==> config.mk <==
export PLATFORM = sky130hd
export DESIGN_NAME = cfg_chain_loader
export DESIGN_NICKNAME = d
export VERILOG_FILES = /design/src/rtl/cfg_chain_loader.sv
export SDC_FILE = /design/constraint.sdc
export NUM_CORES = 1
export LEC_CHECK = 0
export ABC_AREA = 1
export CAP_MARGIN = 10
export CELL_PAD_IN_SITES_DETAIL_PLACEMENT = 0
export CELL_PAD_IN_SITES_GLOBAL_PLACEMENT = 1
export CORE_MARGIN = 3
export CORE_UTILIZATION = 42
export DETAILED_ROUTE_END_ITERATION = 8
export MAX_ROUTING_LAYER = met4
export PLACE_DENSITY_LB_ADDON = 0.1
export SETUP_SLACK_MARGIN = 0.2
export SLEW_MARGIN = 5
export SYNTH_ARGS = -nofsm -noshare
export SYNTH_HDL_FRONTEND = slang
export SYNTH_SLANG_ARGS = --single-unit
==> constraint.sdc <==
create_clock -name clk -period 2.6 [get_ports clk]
set_input_delay 0.78 -clock clk [delete_from_list [all_inputs] [get_ports clk]]
set_output_delay 0.78 -clock clk [all_outputs]
set_load 0.02 [all_outputs]
==> src/rtl/cfg_chain_loader.sv <==
// Purpose : serialises parallel config words MSB-first onto the fabric configuration chain.
// Latency : a word accepted in cycle t drives its first bit in t+1; the next word_ready comes in t+WORD_W+1.
// Backpress: word_ready is high only in LOAD, and words wait there indefinitely; the chain itself cannot stall.
//
// Ports:
//   clk, reset        - single clock, synchronous active-high reset
//   start             - one-cycle pulse; starts a pass from IDLE or DONE, ignored while busy
//   word_in/word_valid/word_ready - valid/ready word input
//   cfg_bit/cfg_en    - serial data and one-pulse-per-bit shift enable to the chain
//   busy/done         - pass in progress / pass complete (done held until next start)
//   cfg_sum           - XOR of the bits actually shifted, per word position (only with CFG_CHECKSUM_EN)
//
// Optional feature macro: CFG_CHECKSUM_EN
module cfg_chain_loader #(
    parameter int WORD_W    = 8,
    parameter int CHAIN_LEN = 72,
    parameter int CNT_W     = 7
) (
    input  logic              clk,
    input  logic              reset,
    input  logic              start,
    input  logic [WORD_W-1:0] word_in,
    input  logic              word_valid,
    output logic              word_ready,
    output logic              cfg_bit,
    output logic              cfg_en,
    output logic              busy,
    output logic              done
`ifdef CFG_CHECKSUM_EN
    ,
    output logic [WORD_W-1:0] cfg_sum
`endif
);

    localparam int IDX_W = $clog2(WORD_W + 1);
    localparam logic [CNT_W-1:0] LP_CHAIN_LEN = CNT_W'(CHAIN_LEN);
    localparam logic [IDX_W-1:0] LP_WORD_W    = IDX_W'(WORD_W);

    typedef enum logic [1:0] {
        S_IDLE,
        S_LOAD,
        S_SHIFT,
        S_DONE
    } state_t;

    state_t            r_state;
    logic [WORD_W-1:0] r_shift;
    logic [CNT_W-1:0]  r_bit_cnt;
    logic [IDX_W-1:0]  r_word_idx;   // bits of the current word already driven
    logic              r_word_ready;
    logic              r_cfg_bit;
    logic              r_cfg_en;
    logic              r_busy;
    logic              r_done;
`ifdef CFG_CHECKSUM_EN
    logic [WORD_W-1:0] r_sum;
    assign cfg_sum = r_sum;
`endif

    assign word_ready = r_word_ready;
    assign cfg_bit    = r_cfg_bit;
    assign cfg_en     = r_cfg_en;
    assign busy       = r_busy;
    assign done       = r_done;

    always_ff @(posedge clk) begin
        if (reset) begin
            r_state      <= S_IDLE;
            r_shift      <= '0;
            r_bit_cnt    <= '0;
            r_word_idx   <= '0;
            r_word_ready <= 1'b0;
            r_cfg_bit    <= 1'b0;
            r_cfg_en     <= 1'b0;
            r_busy       <= 1'b0;
            r_done       <= 1'b0;
`ifdef CFG_CHECKSUM_EN
            r_sum        <= '0;
`endif
        end else begin
            case (r_state)
                S_IDLE, S_DONE: begin
                    if (start) begin
                        r_state      <= S_LOAD;
                        r_done       <= 1'b0;
                        r_busy       <= 1'b1;
                        r_word_ready <= 1'b1;
                        r_bit_cnt    <= '0;
                        r_word_idx   <= '0;
`ifdef CFG_CHECKSUM_EN
                        r_sum        <= '0;
`endif
                    end
                end
                S_LOAD: begin
                    // word_ready is registered high throughout LOAD, so valid alone completes the handshake.
                    // The MSB goes straight to the output register so it appears the cycle after acceptance.
                    if (word_valid) begin
                        r_state      <= S_SHIFT;
                        r_word_ready <= 1'b0;
                        r_cfg_en     <= 1'b1;
                        r_cfg_bit    <= word_in[WORD_W-1];
                        r_shift      <= word_in << 1;
                        r_bit_cnt    <= r_bit_cnt + 1'b1;
                        r_word_idx   <= IDX_W'(1);
`ifdef CFG_CHECKSUM_EN
                        r_sum        <= r_sum ^ word_in;
`endif
                    end
                end
                S_SHIFT: begin
                    // Chain length wins over word boundary: a partial last word is cut short here.
                    if (r_bit_cnt == LP_CHAIN_LEN) begin
                        r_state   <= S_DONE;
                        r_cfg_en  <= 1'b0;
                        r_cfg_bit <= 1'b0;
                        r_busy    <= 1'b0;
                        r_done    <= 1'b1;
`ifdef CFG_CHECKSUM_EN
                        // r_shift holds the unsent low bits left-aligned; undo their contribution.
                        r_sum     <= r_sum ^ (r_shift >> r_word_idx);
`endif
                    end else if (r_word_idx == LP_WORD_W) begin
                        r_state      <= S_LOAD;
                        r_cfg_en     <= 1'b0;
                        r_cfg_bit    <= 1'b0;
                        r_word_ready <= 1'b1;
                    end else begin
                        r_cfg_bit  <= r_shift[WORD_W-1];
                        r_shift    <= r_shift << 1;
                        r_bit_cnt  <= r_bit_cnt + 1'b1;
                        r_word_idx <= r_word_idx + 1'b1;
                    end
                end
                default: r_state <= S_IDLE;
            endcase
        end
    end

endmodule

Word level (Yosys, flattened, before mapping):

Index checks and enable logic that the tools add are counted.

* ROM bits: 0
* bits in writable memories: 0
* register bits after elaboration: 26
* memories kept: 0
* bits in latches: 0
* word-level logic and storage cells: 71
* input bits: 12

* reductions and logical operators: 11
* equality and inequality tests: 12
* add/subtract/negate cells: 2
* mux-type cells: 37
* $mul: 0
* bitwise logic cells: 0
* div/mod/pow operators: 0
* shift operators: 0
* magnitude comparators: 0

Operator list (number)
* $mux 7: 4
* $mux 8: 3
* $pmux 7 s3: 1
* $mux 4: 4
* $pmux 8 s2: 1
* $mux 1: 13
* $ne 2x2->1 const B: 6
* $pmux 4 s3: 1
* $reduce_and 4->1: 3
* $reduce_and 3->1: 3
* $mux 2: 4
* $pmux 1 s2: 4
* $add 7x1->7 const B: 1
* $eq 7x7->1 const B: 1
* $pmux 2 s3: 1
* $add 4x1->4 const B: 1
* $eq 2x2->1 const B: 2
* $eq 4x4->1 const B: 1
* $reduce_bool 2->1: 2
* $ne 3x3->1 const B: 1
* $pmux 1 s3: 1
* $eq 2x1->1 const B: 1
* $logic_not 2->1: 1
* $reduce_and 2->1: 1
* $reduce_or 2->1: 1

Logic depth before layout (Yosys ltp):

* word-level depth: 4
* depth in mapped cells: 11
* depth with buffers taken out: 11

Worst setup path after synthesis:

OpenSTA, ideal clock, no wires.

* kind: in2reg
* start point: in reset
* end point: reg r_busy (netlist: busy)
* path slack: 1.051 ns
* required time: 2.484 ns
* cell stages on the path: 5
* setup time: 0.116 ns
* arrival: 1.432 ns
* path through: buf_2 > clkinv_1 > buf_2 > o211ai_1 > inv_1

RTL lines
* from (decl): RTL line 20 `input logic reset,`
* to (signal assigned): RTL line 75 `r_busy <= 1'b0;`
* to (signal assigned): RTL line 86 `r_busy <= 1'b1;`
* to (signal assigned): RTL line 117 `r_busy <= 1'b0;`
* to (decl): RTL line 53 `logic r_busy;`

No word-level cell between the ends.

Worst setup path in the final report:

* start point: reg r_cfg_en (netlist: cfg_en)
* end point: out cfg_en

RTL lines
* from (decl): RTL line 52 `logic r_cfg_en;`
* from (signal assigned): RTL line 74 `r_cfg_en <= 1'b0;`
* from (signal assigned): RTL line 101 `r_cfg_en <= 1'b1;`
* from (signal assigned): RTL line 115 `r_cfg_en <= 1'b0;`
* to (decl): RTL line 26 `output logic cfg_en,`

No word-level cell between the ends.

==> run summary <==
STATUS
------------------------------------------------------------------------------------------------------
Run status .............................................................................. finished clean

DRT
------------------------------------------------------------------------------------------------------
Highest layer used for signal routing ...................................................         met4
WL met2 .................................................................................      1581 um
Met3 WL post-DR .........................................................................       107 um
Remaining design rule violation count ...................................................            0
Met1 wire length ........................................................................      1778 um
Sum of routed wire length over all layers ...............................................      3515 um
Via density per instance ................................................................        4.706
DRT antenna net count ...................................................................            0
Final routed wire length divided by cell count ..........................................     11.76 um
Count of TritonRoute iterations in the first routing pass ...............................            4
Initial DRC Count .......................................................................           77
Vias ....................................................................................         1407

FINAL LAYOUT
------------------------------------------------------------------------------------------------------
Finished Layout Cells ...................................................................          299
Count of inserted antenna diode cells ...................................................            0
Highest-count cells in the layout ignoring fill and taps ................................ 65 x nand2_1, 40 x inv_1, 27 x nor2_1
Share of layout cells above drive strength 1 ............................................       7.905%
Most frequent standard cell in the layout excluding fill and tap cells ..................      nand2_1
Post-layout net count ...................................................................          273
Area growth from synthesis to layout ....................................................       15.83%
Layout filler cell count ................................................................          372
Total non-filler cell area in the finished layout .......................................     1767 um2

STA
------------------------------------------------------------------------------------------------------
Max-slew violations .....................................................................            0
Final setup violation count .............................................................            0
Upper clock frequency limit .............................................................    478.4 MHz
Final hold violations ...................................................................            0
Final sum of negative setup slack .......................................................         0 ns
Final period util .......................................................................       80.39%
Final Critical Period ...................................................................     2.090 ns
Setup repair after global routing missed its margin .....................................           no
Clock skew ..............................................................................   0.01243 ns
Min setup slack post-route ..............................................................    0.5098 ns
Slew at the pin with the worst max-slew slack ...........................................    0.4221 ns
Worst slew margin relative to its limit .................................................       71.83%

CTS
------------------------------------------------------------------------------------------------------
Root buffer selected by CTS .............................................................     clkbuf_4
Bufs on Longest Clock Path ..............................................................            2
H-tree depth ............................................................................            1
Clk_lat worst skew ......................................................................      0.33 ns
Clock transition at the register clock pins on the worst setup and hold paths after CTS .      0.15 ns
Number of setup buffers added after CTS .................................................            0
Number of sinks driven by the clock tree ................................................           25
Hold-fix buffers, CTS ...................................................................            0
TritonCTS clock tree ....................................................................         done
Inserted Clock Buffers ..................................................................            3
Post-cts resize count ...................................................................            0

GLOBAL ROUTING
------------------------------------------------------------------------------------------------------
First-pass GRT wire length ..............................................................      6016 um
Grt ovf .................................................................................            0
Pin count of the biggest net entering global routing ....................................           18
Vias in the first global route ..........................................................         1298
Initial antenna violation count .........................................................            0
Total routing usage reported by global routing ..........................................       18.35%

PLACEMENT
------------------------------------------------------------------------------------------------------
Pre-CTS setup slack .....................................................................    0.3127 ns
DP Area .................................................................................     1739 um2
Buffers added on ports ..................................................................           16
Instance count after placement with tap cells included ..................................          295
Gpl congestion ..........................................................................       0.7895
Final HPWL DP ...........................................................................      2536 um

SETUP PATH
------------------------------------------------------------------------------------------------------
CP arrival ..............................................................................      1.31 ns
Type of the worst setup path ............................................................ flop to primary output
Startpoint kind of the worst setup timing path ..........................................         flop
Cells along the critical path ........................................................... clkdlybuf4s50_1
Crit path max fanout ....................................................................            2
WP buf/inv ..............................................................................            1
Critical Path Slowest Stage Cell ........................................................ clkdlybuf4s50_1
Nature of the critical path endpoint .................................................... primary output
Delay contributed by the slowest stage of the critical path .............................      0.61 ns
Required time of the worst setup path ...................................................      1.82 ns
Path depth of the worst reg2reg path ....................................................            8
Critical path depth .....................................................................            1
Worst path top cell family by delay ..................................................... buffers and inverters

FLOORPLANNING
------------------------------------------------------------------------------------------------------
Ports ...................................................................................           17
Core region area ........................................................................     3416 um2
Die Outline Area ........................................................................     4390 um2
Die outline height ......................................................................     66.26 um
Width of the die ........................................................................     66.26 um
Starting Density ........................................................................       44.65%
Number of rows created at floorplan .....................................................           21

POWER AND IR DROP
------------------------------------------------------------------------------------------------------
Switching pwr ...........................................................................     506.0 uW
Comb power frac .........................................................................        44.1%
Internal power component ................................................................     739.3 uW
Leak pwr ................................................................................ 0.0007904 uW
Power density over the cells ............................................................ 704.9 nW/um2
Power consumption .......................................................................      1245 uW
Worst vdd ir ............................................................................  0.0003050 V
Seq pwr share ...........................................................................        41.0%
Relative contribution of the clock network to total power ...............................        14.9%
Net switching share of the total power ..................................................       40.63%

RUN
------------------------------------------------------------------------------------------------------
Max capacitance violation total .........................................................            0

LOGIC SYNTHESIS
------------------------------------------------------------------------------------------------------
Number of different library cells in the post-synthesis netlist .........................           24
Largest family of logic cells by synthesized area ....................................... simple AND/OR/NAND/NOR gates
Cell count after synthesis ..............................................................          234
Cell type with the largest total area after synthesis ...................................      dfxtp_1
Mapped Area .............................................................................     1525 um2
Post-synth top area share ...............................................................       32.81%
Mux contribution to synthesized area ....................................................       3.938%
Area share of fa/ha/maj cells after synthesis ...........................................       5.742%
Synth Warn # ............................................................................            0
Synthesized-area fraction occupied by ao, oa, aoi and oai cells .........................       7.055%
Per-instance average area after synthesis ...............................................    6.518 um2
Synthesized-area fraction occupied by xor and xnor cells ................................           0%
Seq cells post-synth ....................................................................           25
Synth area leaders ...................................................................... dfxtp_1 33%, nand2_1 16%, inv_1 9.8%, nor2_1 6.6%, nand3_1 5.9%
Part of the Yosys area used for sequential elements .....................................       32.81%
Net Count, Synth ........................................................................          253
Simple-Gate Fraction of Synth Area ......................................................       37.41%

HOLD PATH
------------------------------------------------------------------------------------------------------
Path category of the worst min-delay check .............................................. flop to flop
Hold-critical path depth ................................................................            2

final cells by class:
cell class	instances	area, um2	share of cell area (%)
clock buffers	3	22.52	1.275
multi-input cells	161	825.8	46.74
repair buffers	21	197.7	11.19
clock inverters	1	5.005	0.2833
inverters	42	157.7	8.924
flip-flops and latches	25	500.5	28.33
well taps	46	57.56	3.258
routing by layer:
metal | track usage [%] | up-vias
met5 | - | -
met4 | 5.330 | 0
met3 | 3.061 | 5
met2 | 29.12 | 21
met1 | 23.90 | 611
li1 | - | 770
metrics by stage:
| step | util (%) | hold WS, ns |
|---|---|---|
| 2_1_floorplan | - | 0.4603 |
| 3_3_place_gp | 50.92 | 0.4499 |
| 3_5_place_dp | 50.92 | 0.4542 |
| 4_1_cts | 51.72 | 0.4764 |
| 5_1_grt | 51.72 | 0.5153 |
| 6_report | 51.72 | 0.4707 |
worst paths after layout:
| check | startpoint | to | slack (ns) |
|---|---|---|---|
| worst min register to register | word_ready | word_ready | 0.47 |
| worst min-delay path | word_ready | word_ready | 0.47 |
| worst max-delay path | cfg_en | cfg_en | 0.51 |
| worst max register to register | r_state[0] | r_word_idx[1] | 0.77 |
worst reg2reg max path: stages (launching register included):
cell and delay (ns):
dfxtp_1 0.40, inv_1 0.07, ha_1 0.35, nand2_1 0.11, o21ai_0 0.08, inv_1 0.33
nand3_4 0.18, a21oi_1 0.16, nor2_1 0.05
cells by family (layout without fill, tap and decap cells):
kind of cell,count (synthesis),in the layout
compound gates,20,20
fa+ha+maj,7,7
mux,6,6
buf+inv,48,67
flops,25,25
simple gates,128,128
flip-flops by register name (all words and copies together) (netlist names):
| register | count |
|---|---|
| cfg_bit | 1 |
| busy | 1 |
| done | 1 |
| r_state | 2 |
| r_bit_cnt | 7 |
| r_word_idx | 4 |
| r_shift | 7 |
| cfg_en | 1 |
| word_ready | 1 |
cells in the mapped netlist:
master and instances:
a21oi_1 11, a21oi_2 1, a31oi_1 1, buf_2 3
buf_4 2, buf_6 1, clkinv_1 1, dfxtp_1 25
ha_1 7, inv_1 40, inv_2 1, mux2i_1 6
nand2_1 65, nand2_2 2, nand2_4 1, nand3_1 18
nand3_2 2, nand3_4 1, nand4_1 8, nor2_1 27
nor2_2 3, nor3_1 1, o211ai_1 1, o21ai_0 6
power groups by stage:
| stage | Sequential, uW | Clock [uW] | Combinational [uW] |
|---|---|---|---|
| 3_5_place_dp | 520 | 0 | 550 |
| 5_1_grt | 521 | 216 | 632 |
| 2_1_floorplan | 531 | 0 | 384 |
| 4_1_cts | 512 | 191 | 554 |
| 6_report | 511 | 186 | 549 |
| 3_3_place_gp | 519 | 0 | 548 |
Note: power is estimated with default switching activity, not from simulation.
